**src/rtl/cnn_sched_pkg.sv**
```systemverilog
// cnn_sched_pkg: shared types and constants for the CNN layer sequencer.
// FSM encoding, register word offsets, STATUS and LAYER_CONFIG bit positions.
package cnn_sched_pkg;

    typedef enum logic [2:0] {
        S_IDLE,
        S_LOAD,
        S_START,
        S_DRAIN,
        S_DONE
    } sched_state_e;

    localparam logic [4:0] OFF_CTRL       = 5'd0;
    localparam logic [4:0] OFF_NUM_LAYERS = 5'd1;
    localparam logic [4:0] OFF_STATUS     = 5'd2;
    localparam logic [4:0] OFF_IRQ_CLR    = 5'd3;
    localparam logic [4:0] OFF_TMO_LIMIT  = 5'd4;
    localparam logic [4:0] OFF_DESC_BASE  = 5'd16;

    localparam int CTRL_RUN   = 0;
    localparam int CTRL_ABORT = 1;

    localparam int STS_BUSY    = 0;
    localparam int STS_DONE    = 1;
    localparam int STS_ABORTED = 2;
    localparam int STS_TIMEOUT = 3;
    localparam int STS_IDX_LSB = 8;

    localparam int CFG_FIRST = 0;
    localparam int CFG_LAST  = 1;

endpackage

```
**src/rtl/cnn_sched_desc_ram.sv**
```systemverilog
// cnn_sched_desc_ram: layer descriptor table, 2*MAX_LAYERS x 32 flops.
// Ports: AHB write (i_wr_*), AHB read (i_rd_addr/o_rd_data),
// sequencer read (i_seq_idx -> o_seq_cfg/o_seq_base). Even word = cfg, odd = base.
module cnn_sched_desc_ram #(
    parameter int MAX_LAYERS = 8,
    parameter int W_LIDX     = $clog2(MAX_LAYERS),
    parameter int W_RA       = $clog2(2 * MAX_LAYERS)
) (
    input  logic              HCLK,
    input  logic              HRESETn,
    input  logic              i_wr_en,
    input  logic [W_RA-1:0]   i_wr_addr,
    input  logic [31:0]       i_wr_data,
    input  logic [W_RA-1:0]   i_rd_addr,
    output logic [31:0]       o_rd_data,
    input  logic [W_LIDX-1:0] i_seq_idx,
    output logic [31:0]       o_seq_cfg,
    output logic [31:0]       o_seq_base
);

    logic [2*MAX_LAYERS-1:0][31:0] mem_q, mem_d;

    always_comb begin
        mem_d = mem_q;
        if (i_wr_en) begin
            mem_d[i_wr_addr] = i_wr_data;
        end
    end

    always_ff @(posedge HCLK or negedge HRESETn) begin
        if (!HRESETn) begin
            mem_q <= '0;
        end else begin
            mem_q <= mem_d;
        end
    end

    assign o_rd_data  = mem_q[i_rd_addr];
    assign o_seq_cfg  = mem_q[{i_seq_idx, 1'b0}];
    assign o_seq_base = mem_q[{i_seq_idx, 1'b1}];

endmodule

```
**src/rtl/cnn_layer_sched.sv**
```systemverilog
// cnn_layer_sched: AHB-lite programmable layer sequencer for the CNN accelerator.
// Ports: HCLK/HRESETn, AHB slave (sl_*, out_sl_*), layer side (o_layer_cfg,
// o_base_addr, o_start, i_layer_done), o_irq. Macro SCHED_TIMEOUT_EN adds a watchdog.
module cnn_layer_sched
    import cnn_sched_pkg::*;
#(
    parameter int W_ADDR     = 32,
    parameter int W_DATA     = 32,
    parameter int MAX_LAYERS = 8,
    parameter int W_LIDX     = $clog2(MAX_LAYERS),
    parameter int W_TMO      = 24
) (
    input  logic              HCLK,
    input  logic              HRESETn,
    input  logic              sl_HSEL,
    input  logic              sl_HREADY,
    input  logic              sl_HWRITE,
    input  logic [1:0]        sl_HTRANS,
    input  logic [W_ADDR-1:0] sl_HADDR,
    input  logic [W_DATA-1:0] sl_HWDATA,
    output logic              out_sl_HREADY,
    output logic [1:0]        out_sl_HRESP,
    output logic [W_DATA-1:0] out_sl_HRDATA,
    output logic [31:0]       o_layer_cfg,
    output logic [31:0]       o_base_addr,
    output logic              o_start,
    input  logic              i_layer_done,
    output logic              o_irq
);

    localparam int W_RA = $clog2(2 * MAX_LAYERS);
    localparam logic [W_LIDX:0] NUM_MAX = (W_LIDX + 1)'(MAX_LAYERS);

    logic [4:0]        addr_q, addr_d;
    logic              wr_q, wr_d;
    sched_state_e      state_q, state_d;
    logic [W_LIDX-1:0] idx_q, idx_d;
    logic [W_LIDX:0]   num_q, num_d;
    logic [31:0]       cfg_q, cfg_d;
    logic [31:0]       base_q, base_d;
    logic              start_q, start_d;
    logic              done_q, done_d;
    logic              abrt_q, abrt_d;
    logic              irq_q, irq_d;
`ifdef SCHED_TIMEOUT_EN
    logic              tmo_q, tmo_d;
    logic [W_TMO-1:0]  lim_q, lim_d;
    logic [W_TMO-1:0]  cnt_q, cnt_d;
`else
    localparam int UNUSED_W_TMO = W_TMO;
`endif

    logic [31:0]     wdata;
    logic [31:0]     rdata;
    logic [31:0]     status;
    logic [31:0]     ram_rdata;
    logic [31:0]     seq_cfg;
    logic [31:0]     seq_base;
    logic [4:0]      desc_off;
    logic            desc_hit;
    logic            desc_we;
    logic            busy;
    logic            wr_ctrl;
    logic            run_req;
    logic            abort_req;
    logic            irq_clr;
    logic [W_LIDX:0] last_idx;
    logic            is_last;
    logic            unused_ok;

    assign wdata     = sl_HWDATA[31:0];
    assign busy      = (state_q != S_IDLE);
    assign desc_off  = addr_q - OFF_DESC_BASE;
    assign desc_hit  = (addr_q >= OFF_DESC_BASE) &&
                       ({1'b0, desc_off} < 6'(2 * MAX_LAYERS));
    assign desc_we   = wr_q && desc_hit && !busy;
    assign wr_ctrl   = wr_q && (addr_q == OFF_CTRL);
    assign run_req   = wr_ctrl && wdata[CTRL_RUN] && !wdata[CTRL_ABORT];
    assign abort_req = wr_ctrl && wdata[CTRL_ABORT];
    assign irq_clr   = wr_q && (addr_q == OFF_IRQ_CLR) && wdata[0];
    assign last_idx  = num_q - 1'b1;
    assign is_last   = ({1'b0, idx_q} == last_idx);
    assign unused_ok = ^{sl_HADDR[W_ADDR-1:7], sl_HADDR[1:0],
                         sl_HTRANS[0], desc_off[4:W_RA]};

    cnn_sched_desc_ram #(
        .MAX_LAYERS (MAX_LAYERS),
        .W_LIDX     (W_LIDX)
    ) u_desc_ram (
        .HCLK       (HCLK),
        .HRESETn    (HRESETn),
        .i_wr_en    (desc_we),
        .i_wr_addr  (desc_off[W_RA-1:0]),
        .i_wr_data  (wdata),
        .i_rd_addr  (desc_off[W_RA-1:0]),
        .o_rd_data  (ram_rdata),
        .i_seq_idx  (idx_q),
        .o_seq_cfg  (seq_cfg),
        .o_seq_base (seq_base)
    );

    // Address phase capture; the write lands one cycle later with HWDATA.
    always_comb begin
        wr_d   = 1'b0;
        addr_d = addr_q;
        if (sl_HSEL && sl_HREADY && sl_HTRANS[1]) begin
            addr_d = sl_HADDR[6:2];
            wr_d   = sl_HWRITE;
        end
    end

    always_comb begin
        state_d = state_q;
        idx_d   = idx_q;
        num_d   = num_q;
        cfg_d   = cfg_q;
        base_d  = base_q;
        start_d = start_q;
        done_d  = done_q;
        abrt_d  = abrt_q;
        irq_d   = irq_q;
`ifdef SCHED_TIMEOUT_EN
        tmo_d   = tmo_q;
        lim_d   = lim_q;
        cnt_d   = cnt_q;
        if (wr_q && (addr_q == OFF_TMO_LIMIT)) begin
            lim_d = wdata[W_TMO-1:0];
        end
`endif

        if (wr_q && (addr_q == OFF_NUM_LAYERS) && !busy) begin
            num_d = (wdata > 32'(MAX_LAYERS)) ? NUM_MAX : wdata[W_LIDX:0];
        end

        // Clears first so any set below in the same cycle wins.
        if (irq_clr) begin
            irq_d  = 1'b0;
            done_d = 1'b0;
            abrt_d = 1'b0;
`ifdef SCHED_TIMEOUT_EN
            tmo_d  = 1'b0;
`endif
        end

        unique case (state_q)
            S_IDLE: begin
                if (run_req) begin
                    if (num_q == '0) begin
                        done_d = 1'b1;
                        irq_d  = 1'b1;
                    end else begin
                        idx_d   = '0;
                        state_d = S_LOAD;
                    end
                end
            end
            S_LOAD: begin
                cfg_d            = seq_cfg;
                cfg_d[CFG_FIRST] = (idx_q == '0);
                cfg_d[CFG_LAST]  = is_last;
                base_d           = seq_base;
                start_d          = 1'b1;
                state_d          = S_START;
`ifdef SCHED_TIMEOUT_EN
                cnt_d            = '0;
`endif
            end
            S_START: begin
                if (i_layer_done) begin
                    start_d = 1'b0;
                    state_d = S_DRAIN;
                end
`ifdef SCHED_TIMEOUT_EN
                cnt_d = cnt_q + 1'b1;
`endif
            end
            S_DRAIN: begin
                if (!i_layer_done) begin
                    if (is_last) begin
                        state_d = S_DONE;
                    end else begin
                        idx_d   = idx_q + 1'b1;
                        state_d = S_LOAD;
                    end
                end
`ifdef SCHED_TIMEOUT_EN
                cnt_d = cnt_q + 1'b1;
`endif
            end
            S_DONE: begin
                done_d  = 1'b1;
                irq_d   = 1'b1;
                state_d = S_IDLE;
            end
            default: begin
                state_d = S_IDLE;
            end
        endcase

`ifdef SCHED_TIMEOUT_EN
        if (((state_q == S_START) || (state_q == S_DRAIN)) &&
            (cnt_q == lim_q)) begin
            state_d = S_IDLE;
            start_d = 1'b0;
            tmo_d   = 1'b1;
            irq_d   = 1'b1;
        end
`endif

        if (abort_req && busy) begin
            state_d = S_IDLE;
            start_d = 1'b0;
            abrt_d  = 1'b1;
            irq_d   = 1'b1;
        end
    end

    always_ff @(posedge HCLK or negedge HRESETn) begin
        if (!HRESETn) begin
            addr_q  <= '0;
            wr_q    <= 1'b0;
            state_q <= S_IDLE;
            idx_q   <= '0;
            num_q   <= '0;
            cfg_q   <= '0;
            base_q  <= '0;
            start_q <= 1'b0;
            done_q  <= 1'b0;
            abrt_q  <= 1'b0;
            irq_q   <= 1'b0;
`ifdef SCHED_TIMEOUT_EN
            tmo_q   <= 1'b0;
            lim_q   <= '1;
            cnt_q   <= '0;
`endif
        end else begin
            addr_q  <= addr_d;
            wr_q    <= wr_d;
            state_q <= state_d;
            idx_q   <= idx_d;
            num_q   <= num_d;
            cfg_q   <= cfg_d;
            base_q  <= base_d;
            start_q <= start_d;
            done_q  <= done_d;
            abrt_q  <= abrt_d;
            irq_q   <= irq_d;
`ifdef SCHED_TIMEOUT_EN
            tmo_q   <= tmo_d;
            lim_q   <= lim_d;
            cnt_q   <= cnt_d;
`endif
        end
    end

    always_comb begin
        status                     = '0;
        status[STS_BUSY]           = busy;
        status[STS_DONE]           = done_q;
        status[STS_ABORTED]        = abrt_q;
`ifdef SCHED_TIMEOUT_EN
        status[STS_TIMEOUT]        = tmo_q;
`endif
        status[STS_IDX_LSB +: 4]   = 4'(idx_q);

        rdata = '0;
        if (desc_hit) begin
            rdata = ram_rdata;
        end else begin
            case (addr_q)
                OFF_NUM_LAYERS: rdata = 32'(num_q);
                OFF_STATUS:     rdata = status;
`ifdef SCHED_TIMEOUT_EN
                OFF_TMO_LIMIT:  rdata = 32'(lim_q);
`endif
                default:        rdata = '0;
            endcase
        end
    end

    assign out_sl_HREADY = 1'b1;
    assign out_sl_HRESP  = 2'b00;
    assign out_sl_HRDATA = W_DATA'(rdata);
    assign o_layer_cfg   = cfg_q;
    assign o_base_addr   = base_q;
    assign o_start       = start_q;
    assign o_irq         = irq_q;

endmodule

```
**config.mk**
```make
export PLATFORM = sky130hd
export DESIGN_NAME = cnn_layer_sched
export DESIGN_NICKNAME = d
export VERILOG_FILES = /design/src/rtl/cnn_sched_pkg.sv /design/src/rtl/cnn_sched_desc_ram.sv /design/src/rtl/cnn_layer_sched.sv
export SDC_FILE = /design/constraint.sdc
export NUM_CORES = 1
export LEC_CHECK = 0
export ABC_AREA = 1
export ABC_CLOCK_PERIOD_IN_PS = 2700
export BUFFER_PORTS_ARGS = -buffer_cell sky130_fd_sc_hd__buf_2
export CORE_ASPECT_RATIO = 1.5
export CORE_MARGIN = 2
export CORE_UTILIZATION = 45
export DETAILED_ROUTE_END_ITERATION = 8
export MAX_ROUTING_LAYER = met4
export PLACE_DENSITY = 0.59
export SYNTH_ARGS = -nofsm -noshare
export SYNTH_HDL_FRONTEND = slang
export SYNTH_SLANG_ARGS = --single-unit
```
**constraint.sdc**
```tcl
create_clock -name HCLK -period 2.7 [get_ports HCLK]
set_input_delay 0.135 -clock HCLK [delete_from_list [all_inputs] [get_ports HCLK]]
set_output_delay 0.135 -clock HCLK [all_outputs]
set_load 0.05 [all_outputs]
```
==> results.ini <==
[finish]
stdcell_area_sq_mm=0.03445
fin_util=0.5427
drive_above_1_share=0.1294
syn2layout_area_growth_pct=19.13
fin_nets=3744

[floorplan]
boundaryPins=173
dieArea_sq_mm=0.06635
die_h_um=314.5
num_rows=113
core-area_sq_mm=0.06348
die_width_um=211.0
start_util=0.4556

[yosys]
synth-edff-count=0
syn_inst=3584
syn_area_sq_mm=0.02892
yosysSeqAreaShare=0.5157
synth.distinct_cells=36
synth.avg_cell_area_sq_um=8.069
yosysTopAreaCell=dfrtp_1
ys_seq_elements=596
synth_top_area_frac=0.5157
synth_commonest_cells=nand2_1 (861), o21ai_0 (616), dfrtp_1 (596), nor2_1 (336), o21ai_1 (267)
ys_async_sr_fraction=1.000
synth_area_leaders=dfrtp_1 (52%), nand2_1 (11%), o21ai_0 (11%)
synthFlopType=dfrtp_1
synth.most_common_cell=nand2_1
yosys_warnings=0

[global_routing]
grt_antenna_before_repair=2
grt_pass1_wl_mm=161.9
grt_max_degree=114
grt_pass1_vias=27060
track_usage=0.3303
grt-ovfl-total=0

[clock_tree]
numCtsBuffers=59
insertion_delay_ps=670
cts_tree=done
cts.sinks=596
htreeDepth=2
cts_root_buf=clkbuf_16
clk_pin_slew_ps=60
clk_path_buf_depth=3

[setup_path]
crit_path_max_fanout=17
required_ps=2570
end_kind=output port
arrival_ps=2540
cp-start-kind=flip-flop
crit_type=reg -> out

[detailed_routing]
wl_mm=107.7
ant_nets=0
first_pass_iters=8
via_per_inst=6.163
drc=0
via_count=27880
drt-initial-drc-count=3621
routedWlPerCell_um=23.82

[sta]
fin_crit_ps=2671
fin_worst_skew_ps=27.42
layout_setup_ws_ps=28.82
tightest_slew_ps=790.3
maxClockFrequency_mhz=374.4
slew_headroom=0.4731
period_share=0.9893
hold_viol_final=0
rsz0062_at_grt=true
drv_slew=0
tns_ps=0
setup_viol=0

[power_and_ir_drop]
power_frac_comb=0.336
power_density_mw_per_mm2=905.5
switching_share=0.3928
vdd.ir_drop.worst_mv=0.4672
seqPwrFrac=0.369
leakage_nw=16.14
p_sw_w=0.01226
clkPwrFrac=0.295
intPower_w=0.01894

[run_status]
outcome=finished, final reports clean

[placement]
io_buffers=141
gp_congestion=0.8858
dpl_cell_area_sq_mm=0.03106
hpwlAfterDp_mm=60.91
dp_slack_ps=449.4

[job]
cap_violations=0

[worst_hold_path]
hp-class=in -> reg

==> area by class of cell <==
type	instances	area, sq um
antenna	2	5.005
timing repair buffer	335	3387
clock buffer	85	1765
inverter	75	304.0
clock inverter	23	386.6
tap	805	1007
sequential	596	14930
fill	5877	29030
multi-input combinational	2602	12670
==> cell families (layout without fill, tap and decap cells) <==
kind of cell / count (synthesis) / after routing / share of synthesized area
AOI/OAI and AO/OA: 1244 / 1244 / 0.2396
xor gates and xnor gates: 1 / 1 / 0.0003029
adders and majority gates: 3 / 3 / 0.001298
buffers and inverters: 388 / 518 / 0.05438
DFF: 596 / 596 / 0.5157
other: 2 / 5 / 0.0002597
and+or+nand+nor: 1350 / 1351 / 0.1885
==> through the flow <==
step                      power (W)  hold WS, ps  cells
after floorplan             0.01773       -160.6   3585
after global placement      0.02107        145.3   4359
after detailed placement    0.02122        150.3   4359
after CTS                   0.03080        6.909   4503
after global routing        0.03258        37.94   4523
final                       0.03120        9.373   4523
==> power groups by stage <==
stage                     logic, W  registers (W)  clock network [W]
after floorplan            0.00464         0.0131                  0
after global placement     0.00949         0.0116                  0
after detailed placement   0.00959         0.0116                  0
after CTS                   0.0100         0.0115            0.00930
after global routing        0.0112         0.0117            0.00966
final                       0.0105         0.0115            0.00919
==> final timing paths <==
| kind | start | end | slack [ps] | cells after the start |
|---|---|---|---|---|
| min | sl_HWDATA[25] | u_desc_ram.mem_q[409] | 9 | 3 |
| max reg2reg | addr_q[2] | u_desc_ram.mem_q[140] | 590 | 7 |
| min in group asynchronous | HRESETn | o_layer_cfg[18] | 20 | 2 |
| min reg2reg | o_layer_cfg[27] | o_layer_cfg[27] | 470 | 2 |
| max in group asynchronous | HRESETn | idx_q[2] | 1720 | 3 |
| max | addr_q[1] | out_sl_HRDATA[20] | 30 | 9 |
==> routing by layer <==
metal	vias to the layer above	GRT usage	wire, um
li1	12540	-	-
met1	13330	0.4096	41130
met2	1654	0.5231	50790
met3	353	0.05327	9940
met4	0	0.1690	5853
met5	-	-	0
==> cells in the final DEF, fill, tap and decap left out, types with 10 or more instances in the layout <==
master | synthesis | layout
a21oi_1 | 22 | 22
buf_12 | 0 | 48
buf_2 | 78 | 108
buf_4 | 3 | 100
buf_6 | 1 | 27
bufinv_16 | 0 | 10
clkbuf_16 | 0 | 66
clkbuf_8 | 0 | 17
clkinv_2 | 0 | 10
dfrtp_1 | 596 | 590
dlygate4sd3_1 | 0 | 30
inv_1 | 68 | 66
nand2_1 | 861 | 857
nand3_1 | 102 | 99
nand4_1 | 21 | 21
nor2_1 | 336 | 309
nor2_2 | 5 | 20
nor2_4 | 0 | 12
o211ai_1 | 39 | 39
o21ai_0 | 616 | 579
o21ai_1 | 267 | 302
o221ai_1 | 86 | 86
o22ai_1 | 204 | 204
==> critical path: stages (launching register included) <==
cell	delay, ps
dfrtp_2	450
buf_12	170
nand2_8	100
buf_12	160
clkbuf_16	230
o22ai_1	90
o21ai_0	220
nand2_1	100
nor2_2	170
buf_6	180
==> registers in the layout, summed over array words and instances (netlist names), 3 cells and up <==
register,flops
num_q,4
idx_q,3
u_desc_ram.mem_q,512
state_q,3
o_base_addr,32
addr_q,5
o_layer_cfg,32
==> repair_timing <==
| item | 4_1_cts | 5_1_grt |
|---|---|---|
| hold buffers | 30 | 0 |
| endpoints found under the hold margin | 614 | 0 |
| buffers inserted | 0 | 12 |
| endpoints found under the setup margin | 32 | 29 |
| gates cloned | 6 | 7 |
| pin swaps | 1 | 18 |
| resized for setup | 86 | 84 |
Note: power is estimated with default switching activity, not from simulation.
